`config.mk`:
```
export PLATFORM = sky130hd
export DESIGN_NAME = pong_playfield_flat
export DESIGN_NICKNAME = d
export VERILOG_FILES = /design/src/rtl/pong_playfield_if.sv /design/src/rtl/pong_playfield.sv /design/src/flat_wrapper.sv
export SDC_FILE = /design/constraint.sdc
export NUM_CORES = 1
export LEC_CHECK = 0
export CORE_UTILIZATION = 40
export CTS_BUF_LIST = sky130_fd_sc_hd__clkbuf_8
export DETAILED_ROUTE_END_ITERATION = 6
export GPL_TIMING_DRIVEN = 0
export PLACE_DENSITY_LB_ADDON = 0.15
export RECOVER_POWER = 100
export SLEW_MARGIN = 20
export SYNTH_ARGS = -nofsm -noshare
export SYNTH_HDL_FRONTEND = slang
export SYNTH_SLANG_ARGS = --single-unit
```
`constraint.sdc`:
```
create_clock -name iclk -period 4.3 [get_ports iclk]
set_clock_uncertainty 0.15 [all_clocks]
set_input_delay 0.86 -clock iclk [delete_from_list [all_inputs] [get_ports iclk]]
set_output_delay 0.86 -clock iclk [all_outputs]
set_load 0.05 [all_outputs]
```
`src/rtl/pong_playfield_if.sv`:
```
// rtl/pong_playfield_if.sv - pixel-in / colour-and-score-out bundle between sync generator and pong playfield
interface pong_playfield_if;
  logic       iActive;
  logic [9:0] iX;
  logic [9:0] iY;
  logic       iVGA_VS;
  logic       iP1Up;
  logic       iP1Dn;
  logic       iP2Up;
  logic       iP2Dn;
  logic [2:0] oRGB;
  logic [3:0] oScore1;
  logic [3:0] oScore2;
  logic       oGameOver;

  modport master (
    output iActive, iX, iY, iVGA_VS, iP1Up, iP1Dn, iP2Up, iP2Dn,
    input  oRGB, oScore1, oScore2, oGameOver
  );

  modport slave (
    input  iActive, iX, iY, iVGA_VS, iP1Up, iP1Dn, iP2Up, iP2Dn,
    output oRGB, oScore1, oScore2, oGameOver
  );
endinterface

```
`src/rtl/pong_playfield.sv`:
```
// rtl/pong_playfield.sv - pong game state updated once per frame plus registered per-pixel colour
// Optional green dashed centre net enabled by defining PONG_CENTRE_NET_EN.
module pong_playfield #(
  parameter int PADDLE_W     = 8,
  parameter int PADDLE_H     = 64,
  parameter int BALL_S       = 8,
  parameter int P1_X         = 16,
  parameter int P2_X         = 616,
  parameter int PADDLE_SPEED = 4,
  parameter int BALL_SPEED   = 2,
  parameter int SERVE_FRAMES = 60,
  parameter int WIN_SCORE    = 9
) (
  input  logic            iclk,
  input  logic            irst,
  pong_playfield_if.slave bus
);

  localparam logic [1:0] S_SERVE = 2'd0;
  localparam logic [1:0] S_PLAY  = 2'd1;
  localparam logic [1:0] S_OVER  = 2'd2;

  localparam logic [9:0] BS      = 10'(BALL_S);
  localparam logic [9:0] BSPD    = 10'(BALL_SPEED);
  localparam logic [9:0] PW      = 10'(PADDLE_W);
  localparam logic [9:0] PH      = 10'(PADDLE_H);
  localparam logic [9:0] PSPD    = 10'(PADDLE_SPEED);
  localparam logic [9:0] X1      = 10'(P1_X);
  localparam logic [9:0] X2      = 10'(P2_X);
  localparam logic [9:0] PMAX    = 10'(480 - PADDLE_H);
  localparam logic [9:0] YMAX    = 10'(480 - BALL_S);
  localparam logic [9:0] Y_LIM   = 10'(480 - BALL_SPEED);
  localparam logic [9:0] X_LIM   = 10'(640 - BALL_SPEED);
  localparam logic [9:0] CX      = 10'(320 - BALL_S / 2);
  localparam logic [9:0] CY      = 10'(240 - BALL_S / 2);
  localparam logic [9:0] P_START = 10'(240 - PADDLE_H / 2);
  localparam logic [3:0] WIN4    = 4'(WIN_SCORE);

  localparam int SCW = (SERVE_FRAMES > 1) ? $clog2(SERVE_FRAMES) : 1;
  localparam logic [SCW-1:0] SERVE_LAST = SCW'(SERVE_FRAMES - 1);

  logic           vs_d;
  logic           tick;
  logic [1:0]     state;
  logic [1:0]     state_nxt;
  logic [SCW-1:0] serve_cnt;
  logic [9:0]     bx;
  logic [9:0]     by;
  logic           dx_neg;
  logic           dy_neg;
  logic [9:0]     p1y;
  logic [9:0]     p2y;
  logic [3:0]     score1;
  logic [3:0]     score2;
  logic           game_over;
  logic [2:0]     rgb;

  logic [9:0]     play_x;
  logic [9:0]     play_y;
  logic           play_dxn;
  logic           play_dyn;
  logic           hit_l;
  logic           hit_r;
  logic           miss_l;
  logic           miss_r;
  logic           win_l;
  logic           win_r;

  function automatic logic [9:0] paddle_step(input logic [9:0] y, input logic up, input logic dn);
    paddle_step = y;
    if (up && !dn)
      paddle_step = (y >= PSPD) ? y - PSPD : 10'd0;
    else if (dn && !up)
      paddle_step = (y + PSPD > PMAX) ? PMAX : y + PSPD;
  endfunction

  // Falling edge of active-low vsync lands in vertical blanking, so state never tears mid-frame.
  assign tick = vs_d & ~bus.iVGA_VS;

  assign hit_l = dx_neg && (bx <= X1 + PW) && (bx + BS > X1) &&
                 (by + BS > p1y) && (by < p1y + PH);
  assign hit_r = !dx_neg && (bx + BS >= X2) && (bx < X2 + PW) &&
                 (by + BS > p2y) && (by < p2y + PH);
  assign miss_l = dx_neg && (bx < BSPD) && !hit_l;
  assign miss_r = (bx + BS > X_LIM) && !hit_r;
  assign win_l  = miss_l && (score2 + 4'd1 == WIN4);
  assign win_r  = miss_r && (score1 + 4'd1 == WIN4);

  // Wall and paddle checks are independent, so a corner bounce flips both axes.
  always_comb begin
    play_x   = dx_neg ? bx - BSPD : bx + BSPD;
    play_y   = dy_neg ? by - BSPD : by + BSPD;
    play_dxn = dx_neg;
    play_dyn = dy_neg;
    if (dy_neg && by < BSPD) begin
      play_dyn = 1'b0;
      play_y   = 10'd0;
    end else if (!dy_neg && by + BS > Y_LIM) begin
      play_dyn = 1'b1;
      play_y   = YMAX;
    end
    if (hit_l) begin
      play_dxn = 1'b0;
      play_x   = X1 + PW;
    end else if (hit_r) begin
      play_dxn = 1'b1;
      play_x   = X2 - BS;
    end
  end

  always_ff @(posedge iclk) begin
    if (irst)
      state <= S_SERVE;
    else
      state <= state_nxt;
  end

  always_comb begin
    state_nxt = state;
    case (state)
      S_SERVE: if (tick && serve_cnt == SERVE_LAST) state_nxt = S_PLAY;
      S_PLAY:  if (tick && (miss_l || miss_r)) state_nxt = (win_l || win_r) ? S_OVER : S_SERVE;
      S_OVER:  state_nxt = S_OVER;
      default: state_nxt = S_SERVE;
    endcase
  end

  always_comb begin
    game_over = (state == S_OVER);
  end

  always_ff @(posedge iclk) begin
    if (irst) begin
      vs_d      <= 1'b1;
      serve_cnt <= '0;
      bx        <= CX;
      by        <= CY;
      dx_neg    <= 1'b0;
      dy_neg    <= 1'b0;
      p1y       <= P_START;
      p2y       <= P_START;
      score1    <= 4'd0;
      score2    <= 4'd0;
    end else begin
      vs_d <= bus.iVGA_VS;
      if (tick) begin
        if (state != S_OVER) begin
          p1y <= paddle_step(p1y, bus.iP1Up, bus.iP1Dn);
          p2y <= paddle_step(p2y, bus.iP2Up, bus.iP2Dn);
        end
        if (state == S_SERVE)
          serve_cnt <= (serve_cnt == SERVE_LAST) ? '0 : serve_cnt + SCW'(1);
        if (state == S_PLAY) begin
          if (miss_l) begin
            score2 <= score2 + 4'd1;
            bx     <= CX;
            by     <= CY;
            dx_neg <= 1'b1;
          end else if (miss_r) begin
            score1 <= score1 + 4'd1;
            bx     <= CX;
            by     <= CY;
            dx_neg <= 1'b0;
          end else begin
            bx     <= play_x;
            by     <= play_y;
            dx_neg <= play_dxn;
            dy_neg <= play_dyn;
          end
        end
      end
    end
  end

  logic on_ball;
  logic on_p1;
  logic on_p2;
  assign on_ball = (bus.iX >= bx) && (bus.iX < bx + BS) && (bus.iY >= by) && (bus.iY < by + BS);
  assign on_p1   = (bus.iX >= X1) && (bus.iX < X1 + PW) && (bus.iY >= p1y) && (bus.iY < p1y + PH);
  assign on_p2   = (bus.iX >= X2) && (bus.iX < X2 + PW) && (bus.iY >= p2y) && (bus.iY < p2y + PH);

`ifdef PONG_CENTRE_NET_EN
  logic on_net;
  assign on_net = (bus.iX >= 10'd318) && (bus.iX <= 10'd321) && !bus.iY[4];
`endif

  always_ff @(posedge iclk) begin
    if (irst)
      rgb <= 3'b000;
    else if (!bus.iActive)
      rgb <= 3'b000;
    else if (on_ball || on_p1 || on_p2)
      rgb <= 3'b111;
`ifdef PONG_CENTRE_NET_EN
    else if (on_net)
      rgb <= 3'b010;
`endif
    else
      rgb <= 3'b000;
  end

  assign bus.oRGB      = rgb;
  assign bus.oScore1   = score1;
  assign bus.oScore2   = score2;
  assign bus.oGameOver = game_over;

endmodule

```
`src/flat_wrapper.sv`:
```
// flat-port wrapper written by rule: the top's interface ports become plain ports
module pong_playfield_flat 
#(
  parameter int PADDLE_W     = 8,
  parameter int PADDLE_H     = 64,
  parameter int BALL_S       = 8,
  parameter int P1_X         = 16,
  parameter int P2_X         = 616,
  parameter int PADDLE_SPEED = 4,
  parameter int BALL_SPEED   = 2,
  parameter int SERVE_FRAMES = 60,
  parameter int WIN_SCORE    = 9
)
  (iclk, irst, bus_iActive, bus_iX, bus_iY, bus_iVGA_VS, bus_iP1Up, bus_iP1Dn, bus_iP2Up, bus_iP2Dn, bus_oRGB, bus_oScore1, bus_oScore2, bus_oGameOver);
  pong_playfield_if bus_i ();
  input  logic iclk;
  input  logic irst;
  input wire logic [$bits(bus_i.iActive)-1:0] bus_iActive;
  input wire logic [$bits(bus_i.iX)-1:0] bus_iX;
  input wire logic [$bits(bus_i.iY)-1:0] bus_iY;
  input wire logic [$bits(bus_i.iVGA_VS)-1:0] bus_iVGA_VS;
  input wire logic [$bits(bus_i.iP1Up)-1:0] bus_iP1Up;
  input wire logic [$bits(bus_i.iP1Dn)-1:0] bus_iP1Dn;
  input wire logic [$bits(bus_i.iP2Up)-1:0] bus_iP2Up;
  input wire logic [$bits(bus_i.iP2Dn)-1:0] bus_iP2Dn;
  output wire logic [$bits(bus_i.oRGB)-1:0] bus_oRGB;
  output wire logic [$bits(bus_i.oScore1)-1:0] bus_oScore1;
  output wire logic [$bits(bus_i.oScore2)-1:0] bus_oScore2;
  output wire logic [$bits(bus_i.oGameOver)-1:0] bus_oGameOver;
  assign bus_i.iActive = bus_iActive;
  assign bus_i.iX = bus_iX;
  assign bus_i.iY = bus_iY;
  assign bus_i.iVGA_VS = bus_iVGA_VS;
  assign bus_i.iP1Up = bus_iP1Up;
  assign bus_i.iP1Dn = bus_iP1Dn;
  assign bus_i.iP2Up = bus_iP2Up;
  assign bus_i.iP2Dn = bus_iP2Dn;
  assign bus_oRGB = bus_i.oRGB;
  assign bus_oScore1 = bus_i.oScore1;
  assign bus_oScore2 = bus_i.oScore2;
  assign bus_oGameOver = bus_i.oGameOver;
  pong_playfield #(.PADDLE_W(PADDLE_W), .PADDLE_H(PADDLE_H), .BALL_S(BALL_S), .P1_X(P1_X), .P2_X(P2_X), .PADDLE_SPEED(PADDLE_SPEED), .BALL_SPEED(BALL_SPEED), .SERVE_FRAMES(SERVE_FRAMES), .WIN_SCORE(WIN_SCORE)) u_core (.iclk(iclk), .irst(irst), .bus(bus_i));
endmodule
```
==> qor.yml <==
outcome:
  status: "finished clean"
power_and_ir_drop:
  p_comb_share_pct: 27.5
  p_sw_share_pct: 36.2
  intPower_mw: 0.767
  leakagePower_nw: 2.84
  seqPwrFrac_pct: 43.6
  power_switching_mw: 0.435
  power-per-cell-area_mw_per_mm2: 175
  irDropWorstVdd_v: 0.000113
  power.share.clock_pct: 28.9
sta:
  max_freq_ghz: 0.247
  worst_pin_slew_ns: 1.12
  hold_viol: 0
  final.period_utilization_pct: 94.1
  relSlewSlack_pct: 24.5
  final.setup.tns_ns: 0
  rsz0062_at_grt: "false"
  drv_slew: 0
  setup_slack_ns: 0.253
  period_needed_ns: 4.05
  setup_viol: 0
floorplanning:
  coreArea_mm2: 0.0148
  start_util_pct: 41.7
  die-area_mm2: 0.0159
  die_x_um: 126
  die_h_um: 126
  rows: 44
  io_pins: 40
drt:
  route.vias.total: 6203
  wirelength_um: 18200
  ant_nets: 0
  wl_per_cell_um: 17.5
  drc: 0
  drt_iter0_drc: 455
  first_pass_iters: 5
  via_per_inst: 5.95
synthesis:
  async_flop_share_pct: 0
  synthDistinctLibCells: 66
  synth_flop_cell: "dfxtp_1"
  yosys.area_share.simple_pct: 22.7
  yosys.area_share.xor_xnor_pct: 4.55
  synth_area_per_cell_um2: 7.57
  syn_area_mm2: 0.00615
  ys_seq_area_share_pct: 17.6
  synth_top_family_by_area: "compound AO/OA/AOI/OAI gates"
  syn_inst: 813
  synth_nets: 957
  synth_edf_count: 0
  ys_warn_count: 0
  synth.mux.area_fraction_pct: 0.976
  synth_adder_area_share_pct: 23.6
  synth_compound_area_share_pct: 24.4
  ys_ff_latch: 54
global_routing:
  grt_pass1_vias: 5930
  antenna_found_initial: 0
  grt_pass1_wl_um: 30400
  grt_max_degree: 20
  overflow: 0
  grtUsageTotal_pct: 23.7
critical_path:
  path_max_fanout: 10
  critical_path.max_stage_delay_ns: 0.48
  crit_type: "flop to flop"
  cp.arrival_ns: 4.12
  cp_cell_sequence: "clkbuf_1, nand3_1, xnor2_1, ha_1, a2111oi_0, o31ai_1, or4_1, buf_6, o2bb2ai_2, a21oi_1, buf_2, o221ai_1"
  cp-start-kind: "flop"
  cp.required_ns: 4.38
  endpoint_kind: "flop"
  worst_path_max_delay_cell: "xnor2_1"
cells_and_area:
  area_growth_pct: 11.8
  finalNetCount: 1001
  fillers: 1532
  layout_commonest_cell: "ha_1"
  final_cell_mix: "116 x ha_1, 70 x a21oi_1, 65 x nand2_1"
  insertedDiodeCount: 0
  layout-drive-gt1-share_pct: 3.50
cts:
  cts_hold_repair.buffers: 0
  numClockSinks: 54
  cts_setup_buffers: 0
  cts_made_buffers: 5
  tritoncts: "done"
  cts.path.max_buffers: 2
  cts_root_buf: "clkbuf_8"
  clkTransAtPathRegs_ns: 0.12
  clk_latency_ns: 0.36
  h-tree-depth: 2
placed_design:
  port_buffers: 37
  finalWeightedCongestion: 0.896
  place_ws_ns: 0.0262
  dpl.hpwl_um: 14400
run:
  maxCapViolCount: 0
worst_hold_path:
  hold_path.class: "flop to flop"
## final timing paths
path / startpoint / to / slack (ns) / cells after the start
max: u_core.p1y[6]$_SDFFE_PP1P_ / u_core.by[2]$_SDFFE_PP1P_ / 0.25 / 12
min: u_core.serve_cnt[5]$_SDFFE_PP0P_ / u_core.serve_cnt[5]$_SDFFE_PP0P_ / 0.34 / 2
min reg2reg: u_core.serve_cnt[5]$_SDFFE_PP0P_ / u_core.serve_cnt[5]$_SDFFE_PP0P_ / 0.34 / 2
max reg2reg: u_core.p1y[6]$_SDFFE_PP1P_ / u_core.by[2]$_SDFFE_PP1P_ / 0.25 / 12
## state kept, by name, summed over array words and instances (netlist names)
| signal | cells |
|---|---|
| u_core.dx_neg | 1 |
| u_core.p1y | 8 |
| u_core.bus.oRGB | 1 |
| u_core.p2y | 8 |
| u_core.serve_cnt | 6 |
| u_core.state | 2 |
| u_core.by | 9 |
| u_core.bx | 9 |
| u_core.vs_d | 1 |
| u_core.bus.oScore2 | 4 |
| u_core.dy_neg | 1 |
| u_core.bus.oScore1 | 4 |
## layout make-up
class                      count  area (µm²)  area share, %
multi-input combinational    666        4710           68.5
sequential                    54        1090           15.8
timing repair buffer          37         370           5.38
tap                          184         230           3.34
inverter                      57         214           3.11
buffer                        36         173           2.51
clock buffer                   5        68.8           1.00
clock inverter                 3        28.8          0.418
## power groups by stage
stage,combinational [mW],sequential (mW),clock [mW]
floorplan,0.214,0.532,0
detailed placement,0.321,0.536,0
global route,0.373,0.526,0.381
global placement,0.311,0.535,0
CTS,0.324,0.524,0.360
finish,0.331,0.524,0.347
## Yosys cell counts, drive strengths merged (9+ instances only)
library cell	n	area [µm²]
ha	116	1450
o211ai	9	67.6
a211oi	14	105
nand4	18	113
a31oi	11	68.8
clkbuf	28	105
a21o	11	82.6
xnor2	24	210
nand3	39	195
nor2	59	221
nand2b	13	81.3
a21oi	70	350
nor2b	11	68.8
dfxtp	54	1080
nor3	19	95.1
and3	9	56.3
o21ai	58	290
nand2	65	244
inv	57	214
## stage by stage
stage                     hold WS (ns)  instances  total power, mW  util (%)  cell area [µm²]
after detailed placement         0.330       1034            0.857      45.8             6760
after floorplan                  0.308        813            0.746         -             6150
after global placement           0.322       1034            0.846      45.8             6760
after global routing             0.383       1042             1.28      46.7             6880
after CTS                        0.348       1042             1.21      46.5             6850
final                            0.343       1042             1.20      46.7             6880
## logic make-up after synthesis
logic type / after synthesis
and+or+nand+nor: 277
AOI/OAI and AO/OA: 235
adders and majority gates: 116
buffers and inverters: 93
DFF: 54
xor gates and xnor gates: 32
muxes: 6
## critical path: cells and delay by family, from the launching register on
| kind | cells | cell delay (ns) |
|---|---|---|
| compound gates | 5 | 1.10 |
| buf+inv | 3 | 0.75 |
| simple gates | 2 | 0.64 |
| xor+xnor | 1 | 0.48 |
| flops | 1 | 0.45 |
| fa+ha+maj | 1 | 0.34 |
## per-layer routing
metal,up-vias,global-route usage (%),wire [µm]
met2,195,38.5,8050
met4,0,7.02,350
met5,-,0,0
met3,20,3.31,1160
li1,3076,-,-
met1,2912,32.4,8670
## what timing repair did
action / CTS / global route
hold endpoints to repair: 0 / 0
resized for setup: 1 / 9
setup endpoints to repair: 1 / 20
Note: power is estimated with default switching activity, not from simulation.
